<file path="src/rtl/serial_to_parallel_rx_if.sv">
// Parallel-side bundle of the serial link receiver.
//   data_in    : serial bit stream, MSB of each word first
//   data_out   : last received non-comma word, held between updates
//   valid_out  : one-cycle strobe, data_out updated this cycle
//   active_out : high while the receiver is locked (ACTIVE)
// The master modport is the link/parallel-side environment; the slave
// modport is the receiver itself.
interface serial_to_parallel_rx_if #(
  parameter int WIDTH = 8
);
  logic             data_in;
  logic [WIDTH-1:0] data_out;
  logic             valid_out;
  logic             active_out;

  modport master (
    output data_in,
    input  data_out,
    input  valid_out,
    input  active_out
  );

  modport slave (
    input  data_in,
    output data_out,
    output valid_out,
    output active_out
  );
endinterface

</file>
<file path="src/rtl/serial_to_parallel_rx.sv">
// Serial-to-parallel receiver with comma-based word alignment.
// Deserialises an MSB-first bit stream, hunts for the comma character on
// every bit offset, confirms alignment with a run of COMMA_COUNT aligned
// commas, then presents every non-comma word with a one-cycle strobe.
// Ports:
//   clk     : bit-rate clock, rising edge
//   reset_L : asynchronous active-low reset, clears all state
//   link    : slave side of serial_to_parallel_rx_if
//             (data_in in; data_out, valid_out, active_out out)
// WIDTH must be 8.
module serial_to_parallel_rx #(
  parameter int             WIDTH       = 8,
  parameter logic [7:0]     COMMA       = 8'hBC,
  parameter int             COMMA_COUNT = 4
) (
  input logic                      clk,
  input logic                      reset_L,
  serial_to_parallel_rx_if.slave   link
);

  typedef enum logic [1:0] {
    SEARCH = 2'd0,
    ALIGN  = 2'd1,
    ACTIVE = 2'd2
  } state_t;

  localparam logic [3:0] CNT_TARGET = 4'(COMMA_COUNT);

  state_t           state_q, state_d;
  logic [WIDTH-1:0] sr_q, sr_d;
  logic [2:0]       bit_cnt_q, bit_cnt_d;
  logic [3:0]       comma_cnt_q, comma_cnt_d;
  logic [WIDTH-1:0] data_q, data_d;
  logic             valid_q, valid_d;

  logic [WIDTH-1:0] w;
  logic             boundary;
  logic             is_comma;

  always_ff @(posedge clk or negedge reset_L) begin
    if (!reset_L) begin
      state_q     <= SEARCH;
      sr_q        <= '0;
      bit_cnt_q   <= '0;
      comma_cnt_q <= '0;
      data_q      <= '0;
      valid_q     <= 1'b0;
    end else begin
      state_q     <= state_d;
      sr_q        <= sr_d;
      bit_cnt_q   <= bit_cnt_d;
      comma_cnt_q <= comma_cnt_d;
      data_q      <= data_d;
      valid_q     <= valid_d;
    end
  end

  always_comb begin
    // The word under test includes the bit being sampled on this edge,
    // so a complete word is registered with no extra cycle of latency.
    w        = {sr_q[WIDTH-2:0], link.data_in};
    boundary = (bit_cnt_q == 3'd7);
    is_comma = (w == COMMA);

    state_d     = state_q;
    sr_d        = w;
    bit_cnt_d   = bit_cnt_q;
    comma_cnt_d = comma_cnt_q;
    data_d      = data_q;
    valid_d     = 1'b0;

    case (state_q)
      SEARCH: begin
        // Sliding window: any bit offset may hold the comma. Clearing
        // bit_cnt here puts the next boundary exactly 8 edges later.
        bit_cnt_d = 3'd0;
        if (is_comma) begin
          comma_cnt_d = 4'd1;
          state_d     = (CNT_TARGET == 4'd1) ? ACTIVE : ALIGN;
        end
      end

      ALIGN: begin
        bit_cnt_d = bit_cnt_q + 3'd1;
        if (boundary) begin
          if (is_comma) begin
            comma_cnt_d = comma_cnt_q + 4'd1;
            if (comma_cnt_q + 4'd1 == CNT_TARGET) begin
              state_d = ACTIVE;
            end
          end else begin
            // Broken run: hunt again from the next edge; the bits of this
            // word are not re-scanned.
            comma_cnt_d = 4'd0;
            state_d     = SEARCH;
          end
        end
      end

      ACTIVE: begin
        bit_cnt_d = bit_cnt_q + 3'd1;
        if (boundary) begin
          if (is_comma) begin
            // Idle character: nothing presented, data_out holds.
            valid_d = 1'b0;
          end else begin
            data_d  = w;
            valid_d = 1'b1;
          end
        end
      end

      default: begin
        state_d = SEARCH;
      end
    endcase
  end

  assign link.data_out   = data_q;
  assign link.valid_out  = valid_q;
  assign link.active_out = (state_q == ACTIVE);

endmodule
</file>
<file path="src/flat_wrapper.sv">
// flat-port wrapper written by rule: the top's interface ports become plain ports
module serial_to_parallel_rx_flat 
#(
  parameter int             WIDTH       = 8,
  parameter logic [7:0]     COMMA       = 8'hBC,
  parameter int             COMMA_COUNT = 4
)
  (clk, reset_L, link_data_in, link_data_out, link_valid_out, link_active_out);
  serial_to_parallel_rx_if #(.WIDTH(WIDTH)) link_i ();
  input logic clk;
  input logic reset_L;
  input wire logic [$bits(link_i.data_in)-1:0] link_data_in;
  output wire logic [$bits(link_i.data_out)-1:0] link_data_out;
  output wire logic [$bits(link_i.valid_out)-1:0] link_valid_out;
  output wire logic [$bits(link_i.active_out)-1:0] link_active_out;
  assign link_i.data_in = link_data_in;
  assign link_data_out = link_i.data_out;
  assign link_valid_out = link_i.valid_out;
  assign link_active_out = link_i.active_out;
  serial_to_parallel_rx #(.WIDTH(WIDTH), .COMMA(COMMA), .COMMA_COUNT(COMMA_COUNT)) u_core (.clk(clk), .reset_L(reset_L), .link(link_i));
endmodule
</file>
<file path="config.mk">
export PLATFORM = sky130hd
export DESIGN_NAME = serial_to_parallel_rx_flat
export DESIGN_NICKNAME = d
export VERILOG_FILES = /design/src/rtl/serial_to_parallel_rx_if.sv /design/src/rtl/serial_to_parallel_rx.sv /design/src/flat_wrapper.sv
export SDC_FILE = /design/constraint.sdc
export NUM_CORES = 1
export LEC_CHECK = 0
export ABC_AREA = 1
export CORE_AREA = 2 2 60 62
export CTS_CLUSTER_DIAMETER = 50
export CTS_CLUSTER_SIZE = 24
export DETAILED_ROUTE_END_ITERATION = 12
export DIE_AREA = 0 0 62 64
export DONT_BUFFER_PORTS = 1
export GPL_ROUTABILITY_DRIVEN = 1
export PLACE_DENSITY = 0.54
export SLEW_MARGIN = 20
export SYNTH_ARGS = -nofsm -noshare
export SYNTH_HDL_FRONTEND = slang
export SYNTH_SLANG_ARGS = --single-unit
</file>
<file path="constraint.sdc">
create_clock -name clk -period 1.3 [get_ports clk]
set_input_delay 0.26 -clock clk [delete_from_list [all_inputs] [get_ports clk]]
set_output_delay 0.26 -clock clk [all_outputs]
set_load 0.02 [all_outputs]
</file>
# Yosys cells after proc, flatten, opt, wreduce, memory -nomap -nowiden
# Cells that the tools add are included.
# totals
regBits	25
latch_bits	0
mem_bits_rw	0
rom_bits	0
inputBits	3
output_inout_bits	10
elab_cells	38
n_memories	0
# op_classes
n_addsub	2
n_mul	0
div	0
magnitude_cmp	0
n_eq_ne	8
shifts	0
n_mux	13
bitwise_logic	2
reduce_logical	7
# ops
cell	count
$mux 4	3
$eq 8x8->1 const B	1
$mux 2	4
$pmux 4 s2	1
$pmux 2 s3	1
$pmux 3 s2	1
$reduce_and 3->1	2
$add 4x1->4 const B	1
$eq 4x3->1 const B	1
$ne 2x1->1 const B	2
$reduce_and 4->1	1
$reduce_bool 2->1	2
$add 3x1->3 const B	1
$eq 3x3->1 const B	1
$mux 1	3
$ne 3x3->1 const B	1
$eq 2x1->1 const B	1
$eq 2x2->1 const B	1
$logic_not 2->1	1
$not 1->1	2
$reduce_or 2->1	1

# Depth between registers and ports, before layout
# logic_depth
ltp_word	6
depth_mapped	10
mapped_depth_nobuf	10

# Least setup slack after synthesis
# OpenSTA, ideal clock, no wires.
# synth_path
kind	reg2reg
startpoint	register u_core.state_q[0]
endpoint	register u_core.data_q[1] (netlist: u_core.link.data_out[1])
setup_time_ns	0.126
t_arrival_ns	1.238
required_time_ns	1.174
setup_slack_ns	-0.064
path_stages_with_launch	7
n_path_buf	1
period_less_slack_ns	1.364
cell_sequence	dfrtp_1 > inv_1 > ha_1 > nand3_1 > buf_6 > nand2_1 > o21ai_0
# synth_between
elab_chain_len	2
# synth_rtl
item	line_no	source
start: declaration	serial_to_parallel_rx.sv:29	state_t state_q, state_d;
start signal: assignment	serial_to_parallel_rx.sv:49	state_q <= state_d;
$eq 2x2->1	n/a	
via link_active_out	flat_wrapper.sv:15	output wire logic [$bits(link_i.active_out)-1:0] link_active_out;
$reduce_and 3->1 (no source line)	n/a	
end signal: assignment	serial_to_parallel_rx.sv:53	data_q <= data_d;
end: declaration	serial_to_parallel_rx.sv:33	logic [WIDTH-1:0] data_q, data_d;
# The timed path passes the listed nets, and every way through them passes these cells.
# A chain may end at the register's enable or synchronous reset.

# Final worst setup path
# layout_path
startpoint	register u_core.state_q[0]
endpoint	register u_core.comma_cnt_q[1]
# layout_between
elab_chain_len	3
word_cells_on_any_way	7
classes_between	3 x eq/ne; 1 x mux; 3 x reduce/logical
# layout_rtl
item	line_no	source
$eq 2x1->1 / $logic_not 2->1 (equally long branches)	serial_to_parallel_rx.sv:72	case (state_q)
$ne 2x1->1 (no source line) / $reduce_bool 2->1 (equally long branches)	n/a	
$reduce_and 3->1 (no source line)	n/a	
end signal: assignment	serial_to_parallel_rx.sv:52	comma_cnt_q <= comma_cnt_d;
end: declaration	serial_to_parallel_rx.sv:32	logic [3:0] comma_cnt_q, comma_cnt_d;
# Several ways; a longest one is shown, not always the timed one.

==> metrics <==
outcome=finished, violations left; violated checks=setup timing; # IOs=13; reg-to-reg critical path endpoint=u_core.comma_cnt_q[1]$_DFFE_PN0P_; DR DRC count=0; Finished Layout Cells=176; Syn Area/Cell=9.65 sq um; leakage=0.669 nW; post-detail-place hpwl=1.35 mm; Post-Syn Instances=114; Core Region=0.00328 sq mm; Seq cells post-synth=25; initial antenna violation count=0; r2r worst-path depth=6; Hold Crit Class=input port to flip-flop; Synth async-reset ratio=100%; fill count=331; Main synth FF type=dfrtp_1; Clock Path Buffers=2; Clock Sinks=25; register area share after synthesis=56.9%; TritonCTS Buffers=3; setup slack, reg-to-reg=-0.08 ns; area share of the largest cell type after synthesis=56.9%; Critical path destination=u_core.comma_cnt_q[1]$_DFFE_PN0P_; count leader, synth=nand2_1; RR Startpoint=u_core.state_q[0]$_DFFE_PN0P_; vias in the first global route=731; critical-path maximum fanout=7; synthesized cell area=0.00110 sq mm; number of cell rows=21; Post-synth top cells=nand2_1, dfrtp_1, inv_1; CP required=1.54 ns; multi-input logic area=478 sq um; CP Launch Point=u_core.state_q[0]$_DFFE_PN0P_; Synthesis Warnings=0; RSZ-0062 raised after global routing=true; Post-synth EDFFs=0; area leader, netlist=dfrtp_1; Crit Path Category=flip-flop to flip-flop; global-route wire length before repair=3.04 mm; number of max-cap violations=0; Overflow after GRT=0; final core utilization=41.6%; Die ar.=0.00397 sq mm; Detailed Route WL=1.80 mm; min setup slack post-route=-0.0755 ns; fmax=0.727 GHz; PD cells=1390 mW/mm^2; Critical Path AT=1.62 ns; share of the clock period used by the worst path=106%; Avg WL per Cell=10.2 microns; root buffer cell=clkbuf_4; final hold vios=0; P&R area growth vs syn=24.1%; PortBufs=0; Pre-antenna DRT Iters=2; vias=757; dpl cells=165; Reg area=626 sq um; Iteration-0 DRC Markers=9; share of cells above drive strength 1=25.4%; Max VDD drop=977 uV; largest net degree at the start of global routing=26; number of antenna-violating nets in the routed design=0; min Tclk post-route=1.38 ns; Total Nets Final=141; CTS tree=yes; CTS H-tree depth=1; Slew headroom=82.0%; Worst Tran Pin Value=0.268 ns; worst skew pair latency=0.30 ns; vias per cell=4.30; Cell variety after synth=17; Die H=64 microns; Tot GR Track Use=10.1%; clk slew on worst S/H paths=0.12 ns; Syn Nets=124; CP startpoint kind=flip-flop; top area cells in the synthesized netlist=dfrtp_1, nand2_1, ha_1; Total Power=1.90 mW; # setup viols final=8; Initial Util=33.5%; count of pins over their slew limit=0; GP Congestion=0.733; clock skew=0.00597 ns; Die Width=62 microns; diode count=0; nature of the critical path endpoint=flip-flop
## state kept, by name, indices dropped and copies added, names as in the netlist
signal / cells
u_core.sr_q: 7
u_core.bit_cnt_q: 3
u_core.link.valid_out: 1
u_core.state_q: 2
u_core.link.data_out: 8
u_core.comma_cnt_q: 4
## how the worst min path moves through the flow
stage	from	end	slack, ns	cells after the start
6_report	link_data_in	u_core.link.data_out[0]$_DFFE_PN0P_	0.11	2
5_1_grt	link_data_in	u_core.link.data_out[0]$_DFFE_PN0P_	0.12	2
4_1_cts	link_data_in	u_core.link.data_out[0]$_DFFE_PN0P_	0.1	2
3_5_place_dp	reset_L	u_core.link.data_out[7]$_DFFE_PN0P_	-0.03	0
3_3_place_gp	reset_L	u_core.link.data_out[7]$_DFFE_PN0P_	-0.03	0
2_1_floorplan	reset_L	u_core.bit_cnt_q[0]$_DFFE_PN0P_	-0.04	0
## layout by cell type (no fill, tap or decap), types with 3 or more instances in the layout
| cell type | n |
|---|---|
| dfrtp_1 | 25 |
| nand2_1 | 39 |
| nand2_2 | 3 |
| inv_2 | 3 |
| nand3_1 | 6 |
| nor2_1 | 3 |
| inv_1 | 8 |
| ha_4 | 3 |
| buf_6 | 4 |
| o21ai_1 | 4 |
| buf_4 | 6 |
| o21ai_0 | 3 |
| clkbuf_4 | 3 |
## worst max-delay path, stage by stage, from the launching register on
cell and delay [ns]:
dfrtp_1 0.43, buf_6 0.14, ha_4 0.16, buf_4 0.14
o211ai_4 0.27, nand2_1 0.09, o21ai_1 0.08
## timing repair
item	4_1_cts	5_1_grt
pin swaps	5	3
endpoints found under the setup margin	9	17
hold buffers	3	0
gates resized for setup	9	4
buffers inserted	3	1
endpoints found under the hold margin	26	0
## power breakdown
part	leakage, nW	switching (mW)	internal (mW)
registers	0.325	0.0648	0.853
logic	0.329	0.348	0.307
clock network	0.0150	0.202	0.120
## final cells by class
cell class | instances | share of cell area, %
Timing Repair Buffer | 13 | 9.53
Tap cell | 46 | 4.22
Clock buffer | 4 | 1.92
Sequential cell | 25 | 45.8
Multi-Input combinational cell | 76 | 35.0
Inverter | 12 | 3.48
## metrics by stage
stage | setup slack [ns] | TNS [ns] | hold slack (ns) | instance area [sq um]
floorplan | -0.00666 | -0.0133 | -0.0356 | 1130
global placement | -0.0362 | -0.0561 | -0.0350 | 1220
detailed placement | -0.0492 | -0.227 | -0.0350 | 1220
CTS | -0.0876 | -0.474 | 0.0973 | 1350
global route | -0.142 | -1.42 | 0.120 | 1370
finish | -0.0755 | -0.363 | 0.110 | 1370
## metal layers
layer  vias to the layer above  GRT usage (%)  wire length (microns)
met5                         -              0                      0
met4                         0           2.39                     19
met3                         2           3.24                     62
met2                        11           16.0                    887
met1                       356           13.2                    832
li1                        388              -                      -
## kinds of logic (layout without fill, tap and decap cells)
family                     Yosys count  count (layout)  synth area share, %
adders and majority gates            7               7                 7.96
and+or+nand+nor                     56              56                 22.8
AOI/OAI and AO/OA                   12              12                 6.48
buffers and inverters               13              29                 5.12
xor gates and xnor gates             1               1                0.797
DFF                                 25              25                 56.9
No activity file was read; power rests on OpenSTA's default activity.
